## src/rtl/hamm_pkg.sv

```systemverilog
// Purpose: shared types and constants for the Hamming(7,4) nibble-to-byte path.
// Latency: n/a (declarations only).
// Backpressure: n/a.
// Contents: field widths, the "no error" syndrome code, the assembler FSM state
// type, the FIFO entry layout and the nibble lane-steering helper.
package hamm_pkg;

  localparam int NIB_W  = 4;
  localparam int SYN_W  = 3;
  localparam int BYTE_W = 8;

  localparam logic [SYN_W-1:0] SYN_NONE = 3'b000;

  // IDLE: nothing held; HOLD: first nibble of a byte is waiting for its partner.
  typedef enum logic {
    IDLE = 1'b0,
    HOLD = 1'b1
  } asm_state_t;

  // One queued byte: payload, "some bit was corrected" flag, "flush-padded" flag.
  typedef struct packed {
    logic [BYTE_W-1:0] data;
    logic              corr;
    logic              part;
  } byte_entry_t;

  localparam int ENTRY_W = $bits(byte_entry_t);

  // Places the first and second nibble into their byte lanes. With low_first
  // set, the first nibble arriving becomes the low half of the byte.
  function automatic logic [BYTE_W-1:0] steer_nibbles(
    input logic             low_first,
    input logic [NIB_W-1:0] first_nib,
    input logic [NIB_W-1:0] second_nib
  );
    logic [BYTE_W-1:0] res;
    if (low_first) res = {second_nib, first_nib};
    else           res = {first_nib, second_nib};
    return res;
  endfunction

endpackage

```

## src/rtl/hamm_sync_fifo.sv

```systemverilog
// Purpose: small synchronous first-word-fall-through FIFO for assembled bytes.
// Latency: a pushed word is visible on rdata the cycle after the push.
// Backpressure: full blocks further pushes (push while full is dropped); pop while empty is ignored.
// Ports:
//   clk, rst_n      rising-edge clock, asynchronous active-low reset (empties the FIFO)
//   push, wdata     write strobe and data
//   pop             consume the head word
//   rdata           head word (meaningful only while ~empty)
//   full, empty     occupancy flags, derived from registered pointers only
module hamm_sync_fifo #(
  parameter int DEPTH = 4,
  parameter int WIDTH = 10
) (
  input  logic             clk,
  input  logic             rst_n,
  input  logic             push,
  input  logic [WIDTH-1:0] wdata,
  input  logic             pop,
  output logic [WIDTH-1:0] rdata,
  output logic             full,
  output logic             empty
);

  localparam int AW = $clog2(DEPTH);

  // One extra pointer bit distinguishes full from empty when the index bits match.
  logic [AW:0]      wr_ptr;
  logic [AW:0]      rd_ptr;
  logic [WIDTH-1:0] mem [DEPTH];

  logic do_push;
  logic do_pop;

  assign do_push = push & ~full;
  assign do_pop  = pop & ~empty;

  assign empty = (wr_ptr == rd_ptr);
  assign full  = (wr_ptr[AW] != rd_ptr[AW]) && (wr_ptr[AW-1:0] == rd_ptr[AW-1:0]);

  always_ff @(posedge clk or negedge rst_n) begin
    if (!rst_n) begin
      wr_ptr <= '0;
      rd_ptr <= '0;
    end else begin
      if (do_push) wr_ptr <= wr_ptr + 1'b1;
      if (do_pop)  rd_ptr <= rd_ptr + 1'b1;
    end
  end

  // Storage needs no reset: entries are only observed between push and pop.
  always_ff @(posedge clk) begin
    if (do_push) mem[wr_ptr[AW-1:0]] <= wdata;
  end

  assign rdata = mem[rd_ptr[AW-1:0]];

endmodule

```

## src/rtl/hamm_byte_assembler.sv

```systemverilog
// Purpose: pairs corrected Hamming(7,4) nibbles into bytes with a corrected-bit flag, buffered in a FWFT FIFO.
// Latency: byte visible on byte_* one cycle after the second-nibble (or flush) handshake.
// Backpressure: nib_ready drops only in HOLD with the FIFO full; it depends on registered state, never on byte_ready.
// Ports:
//   clk, rst_n                  rising-edge clock, asynchronous active-low reset
//   nib_valid/nib_ready         nibble handshake; nib_data = corrected nibble,
//   nib_data, nib_syndrome      nib_syndrome = decoder error index (0 = clean)
//   flush                       pulse: emit a held half-byte padded with 4'h0
//   byte_valid/byte_ready       byte handshake on the FIFO head
//   byte_data, byte_corr,       assembled byte, "a bit was corrected" flag,
//   byte_part                   "padded by flush" flag
//   err_count, err_clr          corrected-nibble counter and its clear; present
//                               only when HAMM_ERR_COUNT_EN is defined
module hamm_byte_assembler
  import hamm_pkg::*;
#(
  parameter int FIFO_DEPTH = 4,
  parameter bit LOW_FIRST  = 1'b1,
  parameter int CNT_W      = 16
) (
  input  logic             clk,
  input  logic             rst_n,
  input  logic             nib_valid,
  output logic             nib_ready,
  input  logic [NIB_W-1:0] nib_data,
  input  logic [SYN_W-1:0] nib_syndrome,
  input  logic             flush,
  output logic             byte_valid,
  input  logic             byte_ready,
  output logic [BYTE_W-1:0] byte_data,
  output logic             byte_corr,
  output logic             byte_part
`ifdef HAMM_ERR_COUNT_EN
  ,
  output logic [CNT_W-1:0] err_count,
  input  logic             err_clr
`endif
);

  asm_state_t       state_q;
  asm_state_t       state_d;
  logic [NIB_W-1:0] hold_nib_q;
  logic             hold_corr_q;
  logic             load_hold;

  logic             nib_accept;
  logic             nib_corr;

  logic             fifo_push;
  byte_entry_t      fifo_wentry;
  logic [ENTRY_W-1:0] fifo_rdata;
  byte_entry_t      head;
  logic             fifo_pop;
  logic             fifo_full;
  logic             fifo_empty;

  // In IDLE an accepted nibble only lands in the holding register, so the
  // FIFO level does not matter; only the second nibble of a byte needs space.
  assign nib_ready  = (state_q == IDLE) | ~fifo_full;
  assign nib_accept = nib_valid & nib_ready;
  assign nib_corr   = (nib_syndrome != SYN_NONE);

  always_ff @(posedge clk or negedge rst_n) begin
    if (!rst_n) state_q <= IDLE;
    else        state_q <= state_d;
  end

  always_comb begin
    state_d     = state_q;
    load_hold   = 1'b0;
    fifo_push   = 1'b0;
    fifo_wentry = '0;
    case (state_q)
      IDLE: begin
        // A flush with nothing held has nothing to emit.
        if (nib_accept) begin
          load_hold = 1'b1;
          state_d   = HOLD;
        end
      end
      HOLD: begin
        if (nib_accept) begin
          // A real second nibble wins over a same-cycle flush.
          fifo_push        = 1'b1;
          fifo_wentry.data = steer_nibbles(LOW_FIRST, hold_nib_q, nib_data);
          fifo_wentry.corr = hold_corr_q | nib_corr;
          fifo_wentry.part = 1'b0;
          state_d          = IDLE;
        end else if (flush && !fifo_full) begin
          // Flush against a full FIFO is dropped, not deferred.
          fifo_push        = 1'b1;
          fifo_wentry.data = steer_nibbles(LOW_FIRST, hold_nib_q, '0);
          fifo_wentry.corr = hold_corr_q;
          fifo_wentry.part = 1'b1;
          state_d          = IDLE;
        end
      end
      default: state_d = IDLE;
    endcase
  end

  always_ff @(posedge clk or negedge rst_n) begin
    if (!rst_n) begin
      hold_nib_q  <= '0;
      hold_corr_q <= 1'b0;
    end else if (load_hold) begin
      hold_nib_q  <= nib_data;
      hold_corr_q <= nib_corr;
    end
  end

  assign fifo_pop = byte_valid & byte_ready;

  hamm_sync_fifo #(
    .DEPTH (FIFO_DEPTH),
    .WIDTH (ENTRY_W)
  ) u_fifo (
    .clk   (clk),
    .rst_n (rst_n),
    .push  (fifo_push),
    .wdata (fifo_wentry),
    .pop   (fifo_pop),
    .rdata (fifo_rdata),
    .full  (fifo_full),
    .empty (fifo_empty)
  );

  assign head       = byte_entry_t'(fifo_rdata);
  assign byte_valid = ~fifo_empty;

  // Head fields are forced to zero while empty so the outputs read as zero
  // out of reset even though the FIFO storage itself is not reset.
  assign byte_data = byte_valid ? head.data : '0;
  assign byte_corr = byte_valid & head.corr;
  assign byte_part = byte_valid & head.part;

`ifdef HAMM_ERR_COUNT_EN
  // Counts accepted nibbles carrying a correction; sticks at all-ones, and a
  // clear beats a same-cycle increment.
  always_ff @(posedge clk or negedge rst_n) begin
    if (!rst_n) begin
      err_count <= '0;
    end else if (err_clr) begin
      err_count <= '0;
    end else if (nib_accept && nib_corr && !(&err_count)) begin
      err_count <= err_count + 1'b1;
    end
  end
`endif

endmodule
```

## config.mk

```make
export PLATFORM = sky130hd
export DESIGN_NAME = hamm_byte_assembler
export DESIGN_NICKNAME = d
export VERILOG_FILES = /design/src/rtl/hamm_pkg.sv /design/src/rtl/hamm_sync_fifo.sv /design/src/rtl/hamm_byte_assembler.sv
export SDC_FILE = /design/constraint.sdc
export NUM_CORES = 1
export LEC_CHECK = 0
export BUFFER_PORTS_ARGS = -buffer_cell sky130_fd_sc_hd__buf_2
export CORE_MARGIN = 5
export CORE_UTILIZATION = 50
export DETAILED_ROUTE_END_ITERATION = 8
export PLACE_DENSITY_LB_ADDON = 0.25
export SLEW_MARGIN = 20
export SYNTH_ARGS = -nofsm -noshare
export SYNTH_HDL_FRONTEND = slang
export SYNTH_SLANG_ARGS = --single-unit
```

## constraint.sdc

```tcl
create_clock -name clk -period 1.9 [get_ports clk]
set_input_delay 0.38 -clock clk [delete_from_list [all_inputs] [get_ports clk]]
set_output_delay 0.38 -clock clk [all_outputs]
set_load 0.05 [all_outputs]
```

==> impl_metrics.env, run 1 <==
export IMPL_fin_skew_ns=0.00816
export IMPL_via_per_inst=5.62
export IMPL_yosysWarnings=0
export IMPL_hold_class="input port to flop"
export IMPL_wire_per_inst_microns=19.9
export IMPL_synth_cells=136
export IMPL_die_w_microns=77.8
export IMPL_slew_headroom_pct=61.2
export IMPL_cp_startpoint="u_fifo.rd_ptr[0]$_DFFE_PN0P_"
export IMPL_track_usage_pct=16.4
export IMPL_post_dp_cell_area_sq_um=2610
export IMPL_r2r_end="u_fifo.mem[1][6]$_DFFE_PP_"
export IMPL_drt_pass1_iterations=4
export IMPL_final_fill_count=297
export IMPL_final_core_util_pct=68.6
export IMPL_reg2reg_depth=5
export IMPL_end_kind="output pin"
export IMPL_start_util_pct=52.1
export IMPL_cp_required_ns=1.52
export IMPL_cap_violations=0
export IMPL_cts_path_max_buffers=2
export IMPL_ios=24
export IMPL_die_area_sq_um=6050
export IMPL_holdPathStages=2
export IMPL_crit_fanout=5
export IMPL_clk_latency_ns=0.30
export IMPL_max_freq_ghz=0.477
export IMPL_worst_pin_slew_ns=0.581
export IMPL_layout_min_cycle_time_ns=2.10
export IMPL_gp_congestion=0.778
export IMPL_drive_gt1_share_pct=51.8
export IMPL_violations="negative setup slack"
export IMPL_drc=0
export IMPL_ys_types=33
export IMPL_seq_area_frac_synth_pct=65.3
export IMPL_clkTransAtPathRegs_ns=0.08
export IMPL_syn2layout_area_growth_pct=31.7
export IMPL_via_count=1376
export IMPL_slew_viol_final=0
export IMPL_setup_violations=12
export IMPL_portBuffers=23
export IMPL_fin_ws_ns=-0.197
export IMPL_antenna_found_initial=0
export IMPL_dieHeight_microns=77.8
export IMPL_regToRegSetupSlack_ns=0.05
export IMPL_r2r_start="u_fifo.rd_ptr[1]$_DFFE_PN0P_"
export IMPL_hold_end="hold_nib_q[1]$_DFFE_PN0P_"
export IMPL_root_buffer="clkbuf_8"
export IMPL_synth_top_area_share_pct=52.3
export IMPL_cp_start_kind="flop"
export IMPL_syn_avg_cell_area_sq_um=16.9
export IMPL_cts_sinks=52
export IMPL_wl_met2_microns=2440
export IMPL_finalWirelength_microns=4870
export IMPL_grt_pass1_vias=1506
export IMPL_status="complete, but fails checks"
export IMPL_syn_nets=153
export IMPL_wl_met1_microns=2040
export IMPL_synth_area_leaders="edfxtp_1 (52%), dfrtp_1 (13%), mux4_2 (9.8%)"
export IMPL_fin_crit_sh_pct=110
export IMPL_numCtsBuffers=5
export IMPL_rsz0062_at_grt="true"
export IMPL_gr_total_overflow=0
export IMPL_grt_pass1_wl_microns=7570
export IMPL_final_cell_area_sq_um=3030
export IMPL_first_iter_violations=68
export IMPL_path_class="flop to output pin"
export IMPL_yosysTopAreaCell="edfxtp_1"
export IMPL_min_from="nib_data[1]"
export IMPL_syn_area_sq_um=2300
export IMPL_fp_row_count=24
export IMPL_ys_ff_latch=52
export IMPL_cts_htree_levels=2
export IMPL_dp_hpwl_microns=2930
export IMPL_antennaDiodeCount=0
export IMPL_design_core_area_sq_um=4410
export IMPL_cp_arrival_ns=1.72
export IMPL_met3_length_microns=199
export IMPL_cts_tree="done"
export IMPL_finalHoldViolCount=0
export IMPL_nets=209
export IMPL_grt_max_degree=17
export IMPL_antenna_left=0
export IMPL_highest_layer="met4"
-- what timing repair did --
item                       CTS  global route
hold endpoints to repair    12             0
pin swaps                    3             1
hold buffers                 1             0
setup buffers                4             5
setup endpoints to repair   12            26
gates resized for setup     46            13
cloned                       2             0
-- cell usage after synthesis --
cell type / instances
and4_1: 3
a31oi_4: 1
nor2_1: 4
a21oi_1: 1
nor2b_1: 10
o31ai_1: 1
buf_4: 1
a211o_1: 1
xor2_1: 1
nand2b_1: 1
nor3_1: 3
mux2_4: 1
mux2_2: 5
o31ai_2: 1
xor2_2: 2
o21ai_0: 2
o211ai_1: 1
o311ai_0: 1
o41ai_1: 1
clkbuf_1: 3
and2_2: 7
mux4_2: 10
nand2_1: 4
a211oi_1: 1
nor4_1: 1
nor3b_1: 1
dfrtp_1: 12
ha_1: 5
buf_2: 1
inv_1: 3
xnor2_1: 6
edfxtp_1: 40
nand3_1: 1
-- how the worst max path moves through the flow --
stage / to / slack [ns] / cells past startpoint
global route: byte_data[6] / -0.25 / 6
CTS: byte_corr / -0.23 / 4
detailed placement: byte_data[2] / -0.02 / 6
finish: byte_data[2] / -0.20 / 4
global placement: byte_data[1] / 0.02 / 6
floorplan: byte_corr / -0.25 / 4
-- stage by stage --
step,hold slack (ns),worst slack (ns),setup TNS [ns],std cells
after global placement,0.272,0.0220,0,225
after floorplan,0.0844,-0.249,-2.32,136
final,0.339,-0.197,-2.10,245
after global routing,0.338,-0.250,-2.81,245
after detailed placement,0.281,-0.0181,-0.0220,225
after CTS,0.332,-0.226,-2.33,240
-- placed cells by master, fill, tap and decap left out, types with 2 or more instances in the layout --
cell type / instances
and2_4: 3
inv_1: 2
mux4_2: 10
ha_1: 5
o21ai_0: 2
nor2b_4: 6
and2_2: 4
dfrtp_1: 10
nand2_1: 4
buf_6: 13
buf_8: 2
clkbuf_8: 5
and4_1: 3
edfxtp_1: 40
nor2b_1: 4
buf_2: 11
nor2_1: 3
xnor2_1: 5
mux2_2: 5
buf_4: 25
dfrtp_2: 2
-- cell families (layout without fill, tap and decap cells) --
kind of cell               count (synthesis)  count (layout)  synth area share, %
AOI/OAI and AO/OA                         11              11                 4.25
xor gates and xnor gates                   9               9                 4.08
adders and majority gates                  5               5                 2.72
buffers and inverters                      8              65                 1.52
DFF                                       52              52                 65.3
muxes                                     16              16                 12.9
and+or+nand+nor                           35              35                 9.20
-- worst max-delay path, stage by stage, from the launching register on --
cell	delay, ns
dfrtp_2	0.46
clkbuf_16	0.18
mux4_2	0.50
nor2b_4	0.14
buf_6	0.14
-- sequential cells by signal, summed over array words and instances (netlist names) --
| register | cells |
|---|---|
| hold_nib_q | 4 |
| u_fifo.mem | 40 |
| u_fifo.rd_ptr | 3 |
| hold_corr_q | 1 |
| u_fifo.wr_ptr | 3 |
| state_q | 1 |
-- layer usage --
| metal | vias up | GRT usage (%) |
|---|---|---|
| met1 | 686 | 21.3 |
| met2 | 46 | 27.0 |
| met4 | 0 | 6.87 |
| met5 | - | 0 |
| li1 | 628 | - |
| met3 | 16 | 3.24 |
-- final cells by class --
| cell class | count | area [sq um] | share of cell area [%] |
|---|---|---|---|
| clock inverters | 3 | 42.5 | 1.40 |
| clock buffers | 5 | 68.8 | 2.27 |
| inverters | 3 | 13.8 | 0.455 |
| well taps | 52 | 65.1 | 2.15 |
| flip-flops and latches | 52 | 1500 | 49.7 |
| repair buffers | 54 | 474 | 15.7 |
| multi-input cells | 76 | 860 | 28.4 |
Power of run 1 is not shown: default switching activity piles up to over one toggle a cycle in this logic, so the estimate is an artifact.
==> run 2, diff against run 1 <==
Settings changed: ABC_AREA set to 1, PLACE_DENSITY_LB_ADDON 0.25 to 0.1, REMOVE_ABC_BUFFERS set to 1.
==> run 2 against run 1 <==
  * The run still ends with negative setup slack left
  * Area after synthesis increased by 2.3%
  * Count of clock-buffer cells in the layout increased by 1
  * Setup slack improved by 0.13 ns
  * First-iteration DRC count increased by 4.4%
  * Routed wire length decreased by 4.5%
  * Cell count increased by 34%
  * Critical path depth increased by 2
  * Hold slack got worse by 0.025 ns
  * Die area increased by 2.0%
  * Maximum frequency increased by 6.4%
  * Critical path type unchanged
==> impl_metrics.env, run 2 <==
export IMPL_die_area_sq_um=6180
export IMPL_path_class="flop to output pin"
export IMPL_violations="negative setup slack"
export IMPL_r2r_end="u_fifo.mem[2][1]$_DFFE_PP_"
export IMPL_r2r_start="u_fifo.rd_ptr[0]$_DFFE_PN0P_"
export IMPL_antenna_left=0
export IMPL_final_fill_count=399
export IMPL_gr_total_overflow=0
export IMPL_syn_avg_cell_area_sq_um=10.1
export IMPL_status="complete, but fails checks"
export IMPL_numCtsBuffers=5
export IMPL_max_freq_ghz=0.507
export IMPL_first_iter_violations=71
export IMPL_final_core_util_pct=60.9
export IMPL_syn2layout_area_growth_pct=19.8
export IMPL_grt_pass1_wl_microns=8070
export IMPL_ys_ff_latch=52
export IMPL_nets=290
export IMPL_yosysMostFrequentCell="nor2_1"
export IMPL_crit_fanout=14
export IMPL_slew_viol_final=0
export IMPL_yosys_top_cells_count="nor2_1 (47), edfxtp_1 (40), nand2_1 (35), inv_1 (29), o21ai_0 (27)"
export IMPL_cp_startpoint="u_fifo.rd_ptr[1]$_DFFE_PN0P_"
export IMPL_cp_endpoint="byte_data[5]"
export IMPL_portBuffers=23
export IMPL_cts_sinks=52
export IMPL_layout_min_cycle_time_ns=1.97
export IMPL_clk_latency_ns=0.30
export IMPL_ys_types=24
export IMPL_drc=0
export IMPL_slew_headroom_pct=75.0
export IMPL_synth_ff_type="edfxtp_1"
export IMPL_cp_start_kind="flop"
export IMPL_cts_path_max_buffers=2
export IMPL_rsz0062_at_grt="true"
export IMPL_fp_row_count=25
export IMPL_dieHeight_microns=78.6
export IMPL_reg2reg_depth=7
export IMPL_regToRegSetupSlack_ns=0.25
export IMPL_track_usage_pct=17.0
export IMPL_cap_violations=0
export IMPL_drt_pass1_iterations=4
export IMPL_dp_slack_ns=0.108
export IMPL_synth_top_area_share_pct=51.1
export IMPL_via_count=1641
export IMPL_setup_violations=11
export IMPL_yosysWarnings=0
export IMPL_design_core_area_sq_um=4630
export IMPL_finalWirelength_microns=4640
export IMPL_cts_htree_levels=2
export IMPL_fin_crit_sh_pct=104
export IMPL_grt_pass1_vias=1695
export IMPL_clkTransAtPathRegs_ns=0.09
export IMPL_synth_cells=233
export IMPL_die_w_microns=78.6
export IMPL_wire_per_inst_microns=14.2
export IMPL_largest_reg_flops=40
export IMPL_yosysTopAreaCell="edfxtp_1"
export IMPL_seq_area_frac_synth_pct=63.8
export IMPL_start_util_pct=50.8
export IMPL_synthArstFlopShare_pct=23.1
export IMPL_cts_tree="done"
export IMPL_antennaDiodeCount=0
export IMPL_synth_edf_count=40
export IMPL_fin_skew_ns=0.00594
export IMPL_finalSetupTns_ns=-0.679
export IMPL_fin_ws_ns=-0.0713
export IMPL_gp_congestion=0.817
export IMPL_syn_area_sq_um=2350
export IMPL_final_cell_mix="nor2_1 (47), edfxtp_1 (40), nand2_1 (32)"
export IMPL_cp_arrival_ns=1.59
export IMPL_ios=24
export IMPL_antenna_found_initial=0
export IMPL_root_buffer="clkbuf_8"
export IMPL_grt_max_degree=17
export IMPL_via_per_inst=5.00
export IMPL_hold_class="input port to flop"
export IMPL_end_kind="output pin"
export IMPL_dp_hpwl_microns=3310
export IMPL_drive_gt1_share_pct=21.9
export IMPL_synth_area_leaders="edfxtp_1 (51%), dfrtp_1 (13%), nor2_1 (7.5%)"
export IMPL_finalHoldViolCount=0
export IMPL_worst_pin_slew_ns=0.374
export IMPL_cp_required_ns=1.52
export IMPL_mostFrequentLayoutCell="nor2_1"
-- run 2: cell count changes after synthesis, moves of 3 or more --
cell       change
inv_1         +26
nor2b_1       -10
xnor2_1        -5
nand2_1       +31
mux4_2        -10
and2_2         -7
o21ai_0       +25
o21ai_1        +8
o2111ai_1      +3
buf_2          +3
and4_1         -3
nand3_1        +4
mux2_2         -5
nor2_1        +43
-- run 2: worst min path at each step --
stage,start,end,slack [ns],depth (start not counted)
finish,nib_data[1],hold_nib_q[1]$_DFFE_PN0P_,0.31,3
global route,nib_data[3],hold_nib_q[3]$_DFFE_PN0P_,0.32,3
CTS,nib_data[1],hold_nib_q[1]$_DFFE_PN0P_,0.31,3
detailed placement,rst_n,state_q$_DFF_PN0_,0.28,1
global placement,rst_n,state_q$_DFF_PN0_,0.28,1
floorplan,rst_n,hold_corr_q$_DFFE_PN0P_,0.08,0
-- run 2: cell type report --
type	instances	area (sq um)	share of cell area (%)
clock buffer	6	72.6	2.58
clock inverter	2	11.3	0.400
inverter	31	116	4.13
multi-input combinational	141	699	24.8
sequential	52	1510	53.4
tap	54	67.6	2.40
timing repair buffer	42	345	12.3
-- run 2: logic make-up (layout without fill, tap and decap cells) --
logic type / Yosys count / in the layout / share of synthesized area [%]
and+or+nand+nor: 93 / 93 / 16.0
DFF: 52 / 52 / 63.8
AOI/OAI and AO/OA: 40 / 40 / 9.31
buffers and inverters: 40 / 81 / 6.76
adders and majority gates: 5 / 5 / 2.66
xor gates and xnor gates: 3 / 3 / 1.44
-- run 2: worst max-delay path: stages (launching register included) --
cell	delay (ns)
dfrtp_2	0.45
xnor2_2	0.22
nand4_1	0.17
buf_12	0.19
nand2_1	0.06
inv_1	0.04
buf_6	0.14
-- run 2: per-stage QoR --
stage | hold slack [ns] | instances | area [sq um]
floorplan | 0.0844 | 224 | 2310
global placement | 0.280 | 317 | 2630
detailed placement | 0.280 | 317 | 2630
CTS | 0.313 | 327 | 2790
global route | 0.325 | 328 | 2820
finish | 0.314 | 328 | 2820
-- run 2: layer usage --
| metal | share of wire, % | global-route usage, % |
|---|---|---|
| met1 | 48 | 21.4 |
| met2 | 48 | 29.1 |
| met3 | 2.8 | 3.10 |
| met4 | 1.6 | 5.94 |
| met5 | 0 | 0 |
-- run 2: timing repair --
action / CTS / global route
setup buffers: 1 / 1
endpoints found under the hold margin: 12 / 0
resized for setup: 23 / 8
setup endpoints to repair: 11 / 11
pin swaps: 0 / 1
gates cloned: 0 / 0
hold buffers: 1 / 0
Power of run 2 is left out for the same reason.
==> run 3, diff against run 2 <==
Settings changed: ABC_AREA 1 to 0.
==> run 3 against run 2 <==
  * The run still ends with negative setup slack left
  * Count of clock-buffer cells in the layout did not move
  * Via count shrank 17%
  * Register-to-register slack worse by 0.17 ns
  * First-iteration DRC count increased by 31%
  * Die area decreased by 2.0%
==> impl_metrics.env, run 3 (same netlist as run 1, synthesis figures left out) <==
export IMPL_nets=207
export IMPL_wire_per_inst_microns=19.4
export IMPL_crit_fanout=6
export IMPL_clkTransAtPathRegs_ns=0.09
export IMPL_die_area_sq_um=6050
export IMPL_fin_skew_ns=0.00440
export IMPL_mostFrequentLayoutCell="edfxtp_1"
export IMPL_dp_hpwl_microns=3050
export IMPL_drt_pass1_iterations=4
export IMPL_final_fill_count=300
export IMPL_setup_violations=12
export IMPL_crit_top_cell="buf_6"
export IMPL_first_iter_violations=93
export IMPL_stdcell_count=243
export IMPL_fp_row_count=24
export IMPL_post_dp_cell_area_sq_um=2610
export IMPL_status="complete, but fails checks"
export IMPL_numCtsBuffers=5
export IMPL_antenna_left=0
export IMPL_final_cell_mix="edfxtp_1 (40), buf_4 (23), buf_6 (13)"
export IMPL_root_buffer="clkbuf_8"
export IMPL_cts_sinks=52
export IMPL_cts_tree="done"
export IMPL_cts_path_max_buffers=2
export IMPL_max_freq_ghz=0.476
export IMPL_path_class="flop to output pin"
export IMPL_slew_viol_final=0
export IMPL_antennaDiodeCount=0
export IMPL_via_count=1360
export IMPL_antenna_found_initial=0
export IMPL_die_w_microns=77.8
export IMPL_dieHeight_microns=77.8
export IMPL_violations="negative setup slack"
export IMPL_regArea_sq_um=1500
export IMPL_slew_headroom_pct=57.6
export IMPL_cp_required_ns=1.52
export IMPL_finalSetupTns_ns=-2.23
export IMPL_drive_gt1_share_pct=50.8
export IMPL_place_inst=227
export IMPL_syn2layout_area_growth_pct=27.8
export IMPL_multi_input_area_sq_um=853
export IMPL_cp_start_kind="flop"
export IMPL_crit_path_max_incr_delay_ns=0.47
export IMPL_crit_path_cell_trace="xor2_2 -> buf_6 -> nor3_4 -> buf_6 -> nor2b_1 -> buf_6"
export IMPL_cap_violations=0
export IMPL_cp_arrival_ns=1.72
export IMPL_gp_congestion=0.828
export IMPL_fin_crit_sh_pct=111
export IMPL_final_cell_area_sq_um=2940
export IMPL_grt_pass1_vias=1489
export IMPL_drc=0
export IMPL_track_usage_pct=17.0
export IMPL_critPathSlowestCell="dfrtp_2"
export IMPL_hold_class="input port to flop"
export IMPL_via_per_inst=5.60
export IMPL_end_kind="output pin"
export IMPL_clk_latency_ns=0.31
export IMPL_start_util_pct=52.1
export IMPL_cts_htree_levels=2
export IMPL_finalHoldViolCount=0
export IMPL_design_core_area_sq_um=4410
export IMPL_gr_total_overflow=0
export IMPL_rsz0062_at_grt="true"
export IMPL_portBuffers=23
export IMPL_grt_pass1_wl_microns=7740
export IMPL_fin_ws_ns=-0.203
export IMPL_worst_pin_slew_ns=0.635
export IMPL_layout_min_cycle_time_ns=2.10
export IMPL_grt_max_degree=16
export IMPL_largest_reg_flops=40
export IMPL_ios=24
export IMPL_finalWirelength_microns=4730
==> run 3: cell types whose count changed in the layout (fill, tap and decap cells not counted), moves of 5 or more <==
cell,delta
o21ai_1,-9
nor2b_1,+5
mux2_2,+5
mux4_2,+10
o21ai_0,-24
nand2_1,-28
nor2_1,-44
buf_4,+6
and2_2,+5
inv_1,-27
nor2b_4,+5
==> run 3: timing repair <==
action,4_1_cts,5_1_grt
setup endpoints to repair,12,29
resized for setup,49,5
pin swaps,3,3
buffers inserted,4,1
hold endpoints to repair,12,0
hold buffers,1,0
gates cloned,1,1
==> run 3: final cells by class <==
class	instances	area share, %
clock buffers	6	2.47
clock inverters	2	0.383
inverters	3	0.383
multi-input cells	77	29.1
flip-flops and latches	52	51.2
well taps	52	2.22
repair buffers	51	14.3
==> run 3: metal layers <==
layer | up-vias | global-route usage, % | routed length [microns]
met4 | 0 | 8.93 | 104
li1 | 626 | - | -
met2 | 39 | 26.9 | 2360
met1 | 683 | 21.4 | 2040
met5 | - | 0 | 0
met3 | 12 | 4.28 | 219
==> run 3: path summary, 6_finish.rpt <==
path | startpoint | cells past startpoint | end | slack [ns]
max | u_fifo.rd_ptr[0]$_DFFE_PN0P_ | 6 | byte_corr | -0.20
min | nib_data[0] | 2 | hold_nib_q[0]$_DFFE_PN0P_ | 0.33
max reg2reg | u_fifo.rd_ptr[0]$_DFFE_PN0P_ | 6 | u_fifo.mem[2][1]$_DFFE_PP_ | 0.08
min reg2reg | hold_nib_q[2]$_DFFE_PN0P_ | 1 | hold_nib_q[2]$_DFFE_PN0P_ | 0.51
max in group asynchronous | rst_n | 2 | u_fifo.wr_ptr[0]$_DFFE_PN0P_ | 1.18
min in group asynchronous | rst_n | 2 | u_fifo.wr_ptr[2]$_DFFE_PN0P_ | 0.48
==> run 3: critical path, delay by kind of cell, from the launching register on <==
| family | cells | cell delay [ns] |
|---|---|---|
| and+or+nand+nor | 2 | 0.31 |
| xor gates and xnor gates | 1 | 0.17 |
| buffers and inverters | 3 | 0.47 |
| DFF | 1 | 0.47 |
==> run 3: through the flow <==
stage / setup slack, ns / utilization [%] / hold WS, ns
6_report: -0.203 / 66.5 / 0.332
5_1_grt: -0.258 / 66.5 / 0.336
4_1_cts: -0.193 / 65.6 / 0.332
3_5_place_dp: -0.0241 / 59.2 / 0.279
3_3_place_gp: 0.0165 / 59.2 / 0.275
2_1_floorplan: -0.587 / - / 0.0844
Power of run 3 is left out for the same reason.
